<file path="src/rtl/cpu_pkg.sv">
// Shared CPU definitions: load size encodings, datapath widths and the
// fixed register-file control constants driven by the write-back stage.
package cpu_pkg;

  localparam int DATA_W = 32;
  localparam int REG_AW = 5;

  localparam logic [1:0] SZ_BYTE = 2'b01;
  localparam logic [1:0] SZ_HALF = 2'b10;
  localparam logic [1:0] SZ_WORD = 2'b11;

  localparam logic [1:0] RF_BYTE_WORD = 2'b11;
  localparam logic       RF_SIGNED    = 1'b0;

endpackage

</file>
<file path="src/rtl/mem_wb_writeback_load_extend.sv">
// Combinational load lane extraction and sign/zero extension for
// little-endian byte, halfword and word loads, plus alignment detection.
module load_extend
  import cpu_pkg::*;
(
  input  logic [31:0] word_i,
  input  logic [1:0]  addr_i,
  input  logic [1:0]  size_i,
  input  logic        unsi_i,
  output logic [31:0] data_o,
  output logic        misaligned_o
);

  logic [7:0]  byteLane;
  logic [15:0] halfLane;
  logic        byteSign;
  logic        halfSign;

  always_comb begin
    byteLane = 8'h00;
    case (addr_i)
      2'd0:    byteLane = word_i[7:0];
      2'd1:    byteLane = word_i[15:8];
      2'd2:    byteLane = word_i[23:16];
      default: byteLane = word_i[31:24];
    endcase
  end

  assign halfLane = addr_i[1] ? word_i[31:16] : word_i[15:0];
  assign byteSign = ~unsi_i & byteLane[7];
  assign halfSign = ~unsi_i & halfLane[15];

  // Size 00 falls into the word branch on purpose.
  always_comb begin
    data_o       = word_i;
    misaligned_o = 1'b0;
    case (size_i)
      SZ_BYTE: begin
        data_o       = {{24{byteSign}}, byteLane};
        misaligned_o = 1'b0;
      end
      SZ_HALF: begin
        data_o       = {{16{halfSign}}, halfLane};
        misaligned_o = addr_i[0];
      end
      default: begin
        data_o       = word_i;
        misaligned_o = |addr_i;
      end
    endcase
  end

endmodule

</file>
<file path="src/rtl/mem_wb_writeback.sv">
// MEM/WB pipeline register: selects ALU or extracted load result, drives the
// register-file write port and WB forwarding source, counts retirements.
module mem_wb_writeback
  import cpu_pkg::*;
#(
  parameter int DATA_W = 32,
  parameter int REG_AW = 5,
  parameter int CNT_W  = 32
) (
  input  logic              clk,
  input  logic              reset,
  input  logic              mem_valid,
  input  logic              mem_regwrite,
  input  logic              mem_memtoreg,
  input  logic [REG_AW-1:0] mem_rd,
  input  logic [DATA_W-1:0] mem_aluresult,
  input  logic [DATA_W-1:0] mem_loaddata,
  input  logic [1:0]        mem_size,
  input  logic              mem_unsi,
  input  logic              wb_stall,
  input  logic              wb_flush,
  output logic              writereg,
  output logic [REG_AW-1:0] rtd,
  output logic [DATA_W-1:0] writedata,
  output logic [1:0]        rf_byte,
  output logic              rf_unsi,
  output logic              fwd_valid,
  output logic [REG_AW-1:0] fwd_rd,
  output logic [DATA_W-1:0] fwd_data,
  output logic              misalign_err,
  output logic [CNT_W-1:0]  retire_count
);

  logic              valid_q,     valid_d;
  logic              writereg_q,  writereg_d;
  logic [REG_AW-1:0] rtd_q,       rtd_d;
  logic [DATA_W-1:0] writedata_q, writedata_d;
  logic              misalign_q,  misalign_d;
  logic [CNT_W-1:0]  count_q,     count_d;

  logic [31:0]       loadData;
  logic              loadMisaligned;
  logic              badLoad;
  logic [DATA_W-1:0] result;

  load_extend u_load_extend (
    .word_i       (mem_loaddata),
    .addr_i       (mem_aluresult[1:0]),
    .size_i       (mem_size),
    .unsi_i       (mem_unsi),
    .data_o       (loadData),
    .misaligned_o (loadMisaligned)
  );

  // Only a real load can be misaligned; ALU results ignore the low bits.
  assign badLoad = mem_valid & mem_memtoreg & loadMisaligned;
  assign result  = mem_memtoreg ? loadData : mem_aluresult;

  always_comb begin
    valid_d     = valid_q;
    writereg_d  = writereg_q;
    rtd_d       = rtd_q;
    writedata_d = writedata_q;
    misalign_d  = 1'b0;
    count_d     = count_q;
    if (wb_flush) begin
      valid_d    = 1'b0;
      writereg_d = 1'b0;
    end else if (!wb_stall) begin
      valid_d     = mem_valid;
      writereg_d  = mem_valid & mem_regwrite & (|mem_rd) & ~badLoad;
      rtd_d       = mem_rd;
      writedata_d = result;
      misalign_d  = badLoad;
      if (mem_valid) begin
        count_d = count_q + CNT_W'(1);
      end
    end
  end

  always_ff @(posedge clk) begin
    if (!reset) begin
      valid_q     <= 1'b0;
      writereg_q  <= 1'b0;
      rtd_q       <= '0;
      writedata_q <= '0;
      misalign_q  <= 1'b0;
      count_q     <= '0;
    end else begin
      valid_q     <= valid_d;
      writereg_q  <= writereg_d;
      rtd_q       <= rtd_d;
      writedata_q <= writedata_d;
      misalign_q  <= misalign_d;
      count_q     <= count_d;
    end
  end

  assign writereg     = writereg_q;
  assign rtd          = rtd_q;
  assign writedata    = writedata_q;
  assign misalign_err = misalign_q;
  assign retire_count = count_q;
  assign rf_byte      = RF_BYTE_WORD;
  assign rf_unsi      = RF_SIGNED;
  assign fwd_valid    = writereg_q;
  assign fwd_rd       = rtd_q;
  assign fwd_data     = writedata_q;

  logic unusedValid;
  assign unusedValid = valid_q;

endmodule

</file>
<file path="config.mk">
export PLATFORM = sky130hd
export DESIGN_NAME = mem_wb_writeback
export DESIGN_NICKNAME = d
export VERILOG_FILES = /design/src/rtl/cpu_pkg.sv /design/src/rtl/mem_wb_writeback_load_extend.sv /design/src/rtl/mem_wb_writeback.sv
export SDC_FILE = /design/constraint.sdc
export NUM_CORES = 1
export LEC_CHECK = 0
export ABC_CLOCK_PERIOD_IN_PS = 2400
export CAP_MARGIN = 20
export CORE_ASPECT_RATIO = 1.2
export CORE_MARGIN = 5
export CORE_UTILIZATION = 41
export DETAILED_ROUTE_END_ITERATION = 12
export PLACE_DENSITY = 0.8
export SETUP_SLACK_MARGIN = 0.4
export SYNTH_ARGS = -nofsm -noshare
export SYNTH_HDL_FRONTEND = slang
export SYNTH_SLANG_ARGS = --single-unit
</file>
<file path="constraint.sdc">
create_clock -name clk -period 2.4 [get_ports clk]
set_input_delay 0.24 -clock clk [delete_from_list [all_inputs] [get_ports clk]]
set_output_delay 0.24 -clock clk [all_outputs]
set_load 0.1 [all_outputs]
</file>
# Word-level counts from Yosys, hierarchy flattened
# Index checks and enable logic that the tools add are counted.
[classes]
n_eq_ne = 4
reduce_logical = 7
n_bitwise = 12
muxes = 5
n_addsub = 1
[ops]
columns = ["cell", "count"]
rows = [
  ["$pmux W32 S2", 1],
  ["$add A32 B1 Y32 const B", 1],
  ["$mux W32", 1],
  ["$pmux W8 S3", 1],
  ["$mux W16", 1],
  ["$and A1 B1 Y1", 7],
  ["$not A1 Y1", 5],
  ["$reduce_or A5 Y1", 1],
  ["$eq A2 B1 Y1 const B", 2],
  ["$eq A2 B2 Y1 const B", 2],
  ["$reduce_or A2 Y1", 2],
  ["$reduce_and A3 Y1", 1],
  ["$reduce_or A3 Y1", 1],
  ["$logic_not A2 Y1", 1],
  ["$pmux W1 S2", 1],
  ["$reduce_and A2 Y1", 1],
]
[totals]
word_cells = 34
in_bits = 79
regBits = 71
out_inout_bits = 112

# Longest topological paths before layout
# Gate-level depths: netlist of run 1.
[depth]
ltp_word = 5
ltp_mapped = 8
ltp_nobuf = 7

# Hierarchy
# From an unflattened synthesis of run 1, not the netlist that was laid out.
[unflattened]
cells_unflattened = 509
hier_area_um2 = 4271.6
[by_module_without_submodules]
columns = ["module", "seq_area_each_um2", "area_per_inst_um2", "cells_each", "n_inst"]
rows = [
  ["mem_wb_writeback", 1421.4, 3590.9, 398, 1],
  ["load_extend", 0.0, 680.7, 111, 1],
]

# Least setup slack after synthesis of run 1
# OpenSTA, ideal clock, no wires.
[synth_path]
kind = "reg-to-reg"
from = "reg count_q[4] (netlist: retire_count[4])"
to = "reg count_q[27] (netlist: retire_count[27])"
t_required_ns = 2.272
period_less_slack_ns = 2.521
t_arrival_ns = 2.394
path_stages_with_launch = 8
setup_time_ns = 0.128
path_slack_ns = -0.121
path_buffers = 2
path_cell_list = "dfxtp_1 -> and3_1 -> clkbuf_1 -> nand4_2 -> buf_2 -> nor4_1 -> xnor2_1 -> nor2_1"
[synth_between]
elab_chain_cells = 1
[synth_lines]
columns = ["element", "line", "text"]
rows = [
  ["start, declared", "mem_wb_writeback.sv:39", "logic [CNT_W-1:0] count_q, count_d;"],
  ["start signal, assigned", "mem_wb_writeback.sv:95", "count_q <= count_d;"],
  ["$add A32 B1 Y32", "mem_wb_writeback.sv:76", "count_d = count_q + CNT_W'(1);"],
]
# No other way between the ends.
# A chain may end at the register's enable or synchronous reset.

# Worst setup path in the final report of run 1
[layout_path]
from = "in mem_aluresult[1]"
to = "reg writedata_q[31] (netlist: fwd_data[31])"
[layout_between]
elab_chain_cells = 5
elab_cells_between_ends = 9
cone_classes = "2 x eq/ne; 4 x mux; 2 x bitwise; 1 x reduce/logical"
[layout_lines]
columns = ["element", "line", "text"]
rows = [
  ["start, declared", "mem_wb_writeback.sv:16", "input logic [DATA_W-1:0] mem_aluresult,"],
  ["$eq A2 B2 Y1 (tied with other cells)", "mem_wb_writeback_load_extend.sv:21", "case (addr_i)"],
  ["$pmux W8 S3", "mem_wb_writeback_load_extend.sv:21", ""],
  ["$and A1 B1 Y1", "mem_wb_writeback_load_extend.sv:30", "assign byteSign = ~unsi_i & byteLane[7];"],
  ["$pmux W32 S2 (*)", "mem_wb_writeback_load_extend.sv:37", "case (size_i)"],
  ["$mux W32 (*)", "mem_wb_writeback.sv:57", "assign result = mem_memtoreg ? loadData : mem_aluresult;"],
  ["end signal, assigned", "mem_wb_writeback.sv:93", "writedata_q <= writedata_d;"],
  ["end, declared", "mem_wb_writeback.sv:37", "logic [DATA_W-1:0] writedata_q, writedata_d;"],
]
# Mark *: on every way between the ends. The rest lies on a longest branch, timed or not.

==> flow_metrics.env, run 1 <==
export IMPL_status="completed"
export IMPL_grt_ovfl_total=0
export IMPL_yosysSeqAreaShare_pct=35.4
export IMPL_period_needed_ns=1.94
export IMPL_cts_tree="done"
export IMPL_r2r_start="retire_count[8]$_SDFFE_PN0P_"
export IMPL_fin_skew_ns=0.00239
export IMPL_detail_route_drc_violations=0
export IMPL_hold_viol=0
export IMPL_drtAntennaViolNets=0
export IMPL_powerDensity_mw_per_mm2=674
export IMPL_synth_edf_count=0
export IMPL_grt_antenna_before_repair=0
export IMPL_holdPathStages=2
export IMPL_finalPower_mw=3.97
export IMPL_viasPerCell=5.56
export IMPL_yosys_warnings=0
export IMPL_grt_max_degree=37
export IMPL_grt_pass1_wl_um=21500
export IMPL_clock_tree_buffer_depth=2
export IMPL_placed_cells=753
export IMPL_n_antenna_cell=0
export IMPL_syn_inst=500
export IMPL_core_region_area_mm2=0.00956
export IMPL_crit_required_ns=2.61
export IMPL_hold_path_startpoint="fwd_rd[4]$_SDFFE_PN0P_"
export IMPL_io_buffers=187
export IMPL_irDropWorstVdd_mv=0.436
export IMPL_critPathArrivalTime_ns=2.15
export IMPL_drv_cap=0
export IMPL_dieArea_mm2=0.0119
export IMPL_synth_flop_cell="dfxtp_1"
export IMPL_routed_wl_um=13700
export IMPL_cp_max_fo=9
export IMPL_rsz0062_at_grt="true"
export IMPL_worst_hold_path_endpoint="fwd_rd[4]$_SDFFE_PN0P_"
export IMPL_grt_use_total_pct=22.6
export IMPL_routabilityCongestion=0.974
export IMPL_insertion_delay_ns=0.32
export IMPL_hold_class="reg -> reg"
export IMPL_hpwlAfterDp_um=10500
export IMPL_drt_pass1_iter_count=4
export IMPL_final_max_slew_violation_count=0
export IMPL_clockRootBuffer="clkbuf_16"
export IMPL_cellLeakagePower_nw=2.45
export IMPL_clkSinkCount=71
export IMPL_postSynthAreaPerCell_um2=8.02
export IMPL_setup_violations=0
export IMPL_drive_above_1_share_pct=29.5
export IMPL_r2r_end="retire_count[29]$_SDFFE_PN0P_"
export IMPL_wl_per_cell_um=17.7
export IMPL_cp_end_kind="flip-flop"
export IMPL_ctsHtreeMaxLevel=3
export IMPL_max_freq_ghz=0.516
export IMPL_critical_path_class="in -> reg"
export IMPL_ys_seq_elements=71
export IMPL_final_cells=771
export IMPL_path_clk_slew_ns=0.06
export IMPL_initial_core_util_pct=41.9
export IMPL_reg2reg_slack_ns=0.52
export IMPL_nets=725
export IMPL_die_w_um=100
export IMPL_syn_area_mm2=0.00401
export IMPL_rr_worst_depth=5
export IMPL_n_fill_cell=882
export IMPL_die_h_um=118
export IMPL_ys_types=46
export IMPL_drt_iter0_markers=225
export IMPL_num_rows=39
export IMPL_syn_to_final_growth_pct=46.8
export IMPL_cp_start_kind="input pin"
export IMPL_min_period_over_period_pct=80.8
export IMPL_synthArstFlopShare_pct=0
export IMPL_pin_count=191
export IMPL_cts_made_buffers=9
export IMPL_grt_pass1_vias=4278
export IMPL_vias=4287
[critical path: stages]
cell             delay (ns)
clkdlybuf4s50_1        0.55
mux4_2                 0.55
nand2_2                0.13
a2111oi_4              0.08
buf_4                  0.18
a2111oi_0              0.35
nor2_1                 0.07
[registers in the layout (all words and copies together), names as in the netlist]
register      flops
fwd_data         32
retire_count     32
misalign_err      1
fwd_rd            5
fwd_valid         1
[how the worst max path moves through the flow]
stage	to	start	slack (ns)
detailed placement	fwd_data[22]$_SDFFE_PN0P_	mem_aluresult[1]	-0.06
floorplan	retire_count[29]$_SDFFE_PN0P_	retire_count[22]$_SDFFE_PN0P_	0.41
finish	fwd_data[31]$_SDFFE_PN0P_	mem_aluresult[1]	0.46
CTS	fwd_data[11]$_SDFFE_PN0P_	mem_size[0]	0.50
global placement	fwd_data[16]$_SDFFE_PN0P_	mem_aluresult[1]	0.04
global route	fwd_data[31]$_SDFFE_PN0P_	mem_aluresult[1]	0.39
[cells in the final DEF, fill, tap and decap left out, drive strengths merged, types with 11 or more instances in the layout]
cell,n
a211oi,13
a21oi,52
and3,24
buf,131
clkbuf,12
clkdlybuf4s50,78
dfxtp,71
inv,13
nand2,32
nand3,13
nor2,38
nor3,11
o211ai,15
o21ai,32
o22ai,11
xnor2,19
[cells by family (layout without fill, tap and decap cells)]
kind of cell	after synthesis	in the layout	synth area share [%]
xor gates and xnor gates	27	27	5.90
muxes	11	11	3.34
AOI/OAI and AO/OA	148	148	22.9
other	2	3	0.187
adders and majority gates	3	3	0.936
DFF	71	71	35.4
buffers and inverters	91	238	12.8
and+or+nand+nor	147	147	18.5
[final cells by class]
type,count,area (um2),share of cell area [%]
clock buffers,12,268,4.55
well taps,123,154,2.61
multi-input cells,339,2110,35.8
clock inverters,4,73.8,1.25
flip-flops and latches,71,1470,25.0
inverters,13,48.8,0.829
repair buffers,209,1760,30.0
[layer usage]
layer / global-route usage, % / routed length [um] / vias up
met5: 0 / 0 / -
met4: 11.5 / 528 / 0
met3: 5.95 / 1250 / 36
met1: 25.6 / 5190 / 2003
met2: 38.3 / 6700 / 199
li1: - / - / 2049
[stage by stage]
stage / util [%] / hold slack (ns) / setup WS (ns) / area, um2 / setup TNS [ns]
3_3_place_gp: 57.6 / 0.463 / 0.0389 / 5510 / 0
6_report: 61.6 / 0.477 / 0.461 / 5890 / 0
2_1_floorplan: - / 0.319 / 0.410 / 4070 / 0
3_5_place_dp: 57.6 / 0.471 / -0.0587 / 5510 / -0.329
4_1_cts: 61.4 / 0.480 / 0.497 / 5880 / 0
5_1_grt: 61.6 / 0.504 / 0.393 / 5890 / 0
[report_power, final]
part	switching [mW]	internal (mW)
Sequential	0.0400	1.21
Clock	0.509	1.00
Combinational	0.879	0.325
Total	1.43	2.54
[synthesized netlist by cell type, types with 2 or more instances]
cell type  number  share of area (%)
a2111oi_0       3               0.66
a211oi_1       13                2.4
a21oi_1        52                6.5
a31oi_1         9                1.4
and3_1         24                3.7
and4_1          3               0.66
buf_1           4               0.37
buf_2           3               0.37
buf_4          41                7.7
buf_6           2               0.56
clkbuf_1       28                2.6
conb_1          2               0.19
dfxtp_1        71                 35
ha_1            3               0.94
inv_1          12                1.1
mux2_2          9                2.5
nand2_1        31                2.9
nand3_1        13                1.6
nand4_1         8                1.2
nor2_1         38                3.6
nor2b_1         2               0.31
nor3_1         11                1.4
nor4_1          6               0.94
o2111ai_1       8                1.7
o211ai_1       15                2.8
o21ai_0        31                3.9
o22ai_1        11                1.7
or2_2           2               0.31
or3_1           3               0.47
xnor2_1        19                4.1
xor2_1          8                1.7
[what timing repair did]
action	in CTS	in global routing
gates cloned	0	0
hold buffers	0	0
buffers inserted	2	0
endpoints found under the setup margin	17	8
pin swaps	1	0
resized for setup	1	4
Power figures use the tool's default switching activity.
==> run 2: changes to the inputs <==
--- a/config.mk
+++ b/config.mk
@@ -5,7 +5,7 @@
 export SDC_FILE = /design/constraint.sdc
 export NUM_CORES = 1
 export LEC_CHECK = 0
-export ABC_CLOCK_PERIOD_IN_PS = 2400
+export ABC_CLOCK_PERIOD_IN_PS = 1900
 export CAP_MARGIN = 20
 export CORE_ASPECT_RATIO = 1.2
 export CORE_MARGIN = 5
==> constraint.sdc (replaced) <==
create_clock -name clk -period 1.9 [get_ports clk]
set_input_delay 0.19 -clock clk [delete_from_list [all_inputs] [get_ports clk]]
set_output_delay 0.19 -clock clk [all_outputs]
set_load 0.1 [all_outputs]
==> flow_metrics.env, run 2 (synthesis gave the netlist of run 1 again) <==
export IMPL_status="completed"
export IMPL_syn_to_final_growth_pct=63.7
export IMPL_startpoint="retire_count[2]$_SDFFE_PN0P_"
export IMPL_core_region_area_mm2=0.00956
export IMPL_setup_violations=0
export IMPL_clockRootBuffer="clkbuf_16"
export IMPL_ctsHtreeMaxLevel=3
export IMPL_rsz0062_at_grt="true"
export IMPL_grt_antenna_before_repair=0
export IMPL_clock_tree_buffer_depth=2
export IMPL_grt_most_used_layer="met2"
export IMPL_num_rows=39
export IMPL_layout_common_cells="buf_4 (161), clkdlybuf4s50_1 (67), a21oi_1 (51)"
export IMPL_n_fill_cell=787
export IMPL_n_antenna_cell=0
export IMPL_io_buffers=187
export IMPL_drtAntennaViolNets=0
export IMPL_grt_use_total_pct=25.1
export IMPL_grt_max_degree=28
export IMPL_final_area_mm2=0.00657
export IMPL_max_freq_ghz=0.636
export IMPL_hpwlAfterDp_um=11200
export IMPL_grt_pass1_vias=4642
export IMPL_drv_cap=0
export IMPL_irDropWorstVdd_mv=0.430
export IMPL_r2r_start="retire_count[2]$_SDFFE_PN0P_"
export IMPL_cellLeakagePower_nw=2.88
export IMPL_hold_path_startpoint="mem_loaddata[7]"
export IMPL_die_h_um=118
export IMPL_cp_max_fo=5
export IMPL_drt_iter0_markers=204
export IMPL_holdBufCountCts=0
export IMPL_critPathArrivalTime_ns=1.78
export IMPL_final_max_slew_violation_count=0
export IMPL_powerDensity_mw_per_mm2=739
export IMPL_setup_ws_ns=0.327
export IMPL_reg2reg_slack_ns=0.33
export IMPL_cts_tree="done"
export IMPL_nets=764
export IMPL_dieArea_mm2=0.0119
export IMPL_cp_start_kind="flip-flop"
export IMPL_die_w_um=100
export IMPL_worst_hold_slack_ns=0.260
export IMPL_finalPower_mw=4.85
export IMPL_wl_per_cell_um=18.7
export IMPL_fin_skew_ns=0.00571
export IMPL_final_util_pct=68.6
export IMPL_final_cells=810
export IMPL_fin_tns_setup_ns=0
export IMPL_cts_made_buffers=9
export IMPL_path_clk_slew_ns=0.06
export IMPL_final_common_cell="buf_4"
export IMPL_drt_pass1_iter_count=4
export IMPL_viasPerCell=5.53
export IMPL_min_period_over_period_pct=82.8
export IMPL_critical_path_class="reg -> reg"
export IMPL_initial_core_util_pct=41.9
export IMPL_vias=4477
export IMPL_pin_count=191
export IMPL_hold_class="in -> reg"
export IMPL_grt_use_met1_pct=26.9
export IMPL_dpl_instance_area_mm2=0.00595
export IMPL_grt_use_met3_pct=7.66
export IMPL_detail_route_drc_violations=0
export IMPL_grt_ovfl_total=0
export IMPL_placed_cells=775
export IMPL_pre_cts_ws_ns=-0.337
export IMPL_drive_above_1_share_pct=46.4
export IMPL_cp_end_kind="flip-flop"
export IMPL_insertion_delay_ns=0.33
export IMPL_hold_viol=0
export IMPL_routed_wl_um=15100
export IMPL_period_needed_ns=1.57
export IMPL_routabilityCongestion=0.930
export IMPL_crit_required_ns=2.10
export IMPL_grtUsageMet2_pct=44.4
export IMPL_clkSinkCount=71
export IMPL_grt_pass1_wl_um=23600
-- run 2: critical path, cell delays in order, from the launching register on --
cell and delay, ns:
dfxtp_4 0.34, and4bb_4 0.25, nand4_1 0.16, buf_6 0.20, buf_4 0.17, nor3_4 0.12
xnor2_1 0.15, nor2_1 0.07
-- run 2: final timing paths --
kind / depth (start not counted) / end
setup reg to reg: 7 / retire_count[17]$_SDFFE_PN0P_
hold / removal: 3 / fwd_data[7]$_SDFFE_PN0P_
hold reg to reg: 2 / fwd_rd[4]$_SDFFE_PN0P_
setup / recovery: 7 / retire_count[17]$_SDFFE_PN0P_
-- run 2: routing by layer --
layer  vias up  routed length [um]
met5         -                   0
met4         0                 390
li1       2131                   -
met1      2126                5580
met3        29                1180
met2       191                7990
-- run 2: final cells by class --
class                   count  area (um2)  area share, %
multi-input cells         340        2420           36.9
repair buffers            247        2070           31.6
flip-flops and latches     71        1570           23.9
clock buffers              10         229           3.49
well taps                 123         154           2.34
clock inverters             6        67.6           1.03
inverters                  13        48.8          0.743
-- run 2: where the power goes --
part	total (mW)	switching, mW	internal (mW)
Sequential	1.57	0.0501	1.52
Combinational	1.58	1.13	0.453
Clock	1.70	0.673	1.02
-- run 2: what timing repair did --
item,in CTS,in global routing
buffers inserted,15,2
pin swaps,12,25
endpoints found under the setup margin,56,40
cloned,2,0
gates resized for setup,48,28
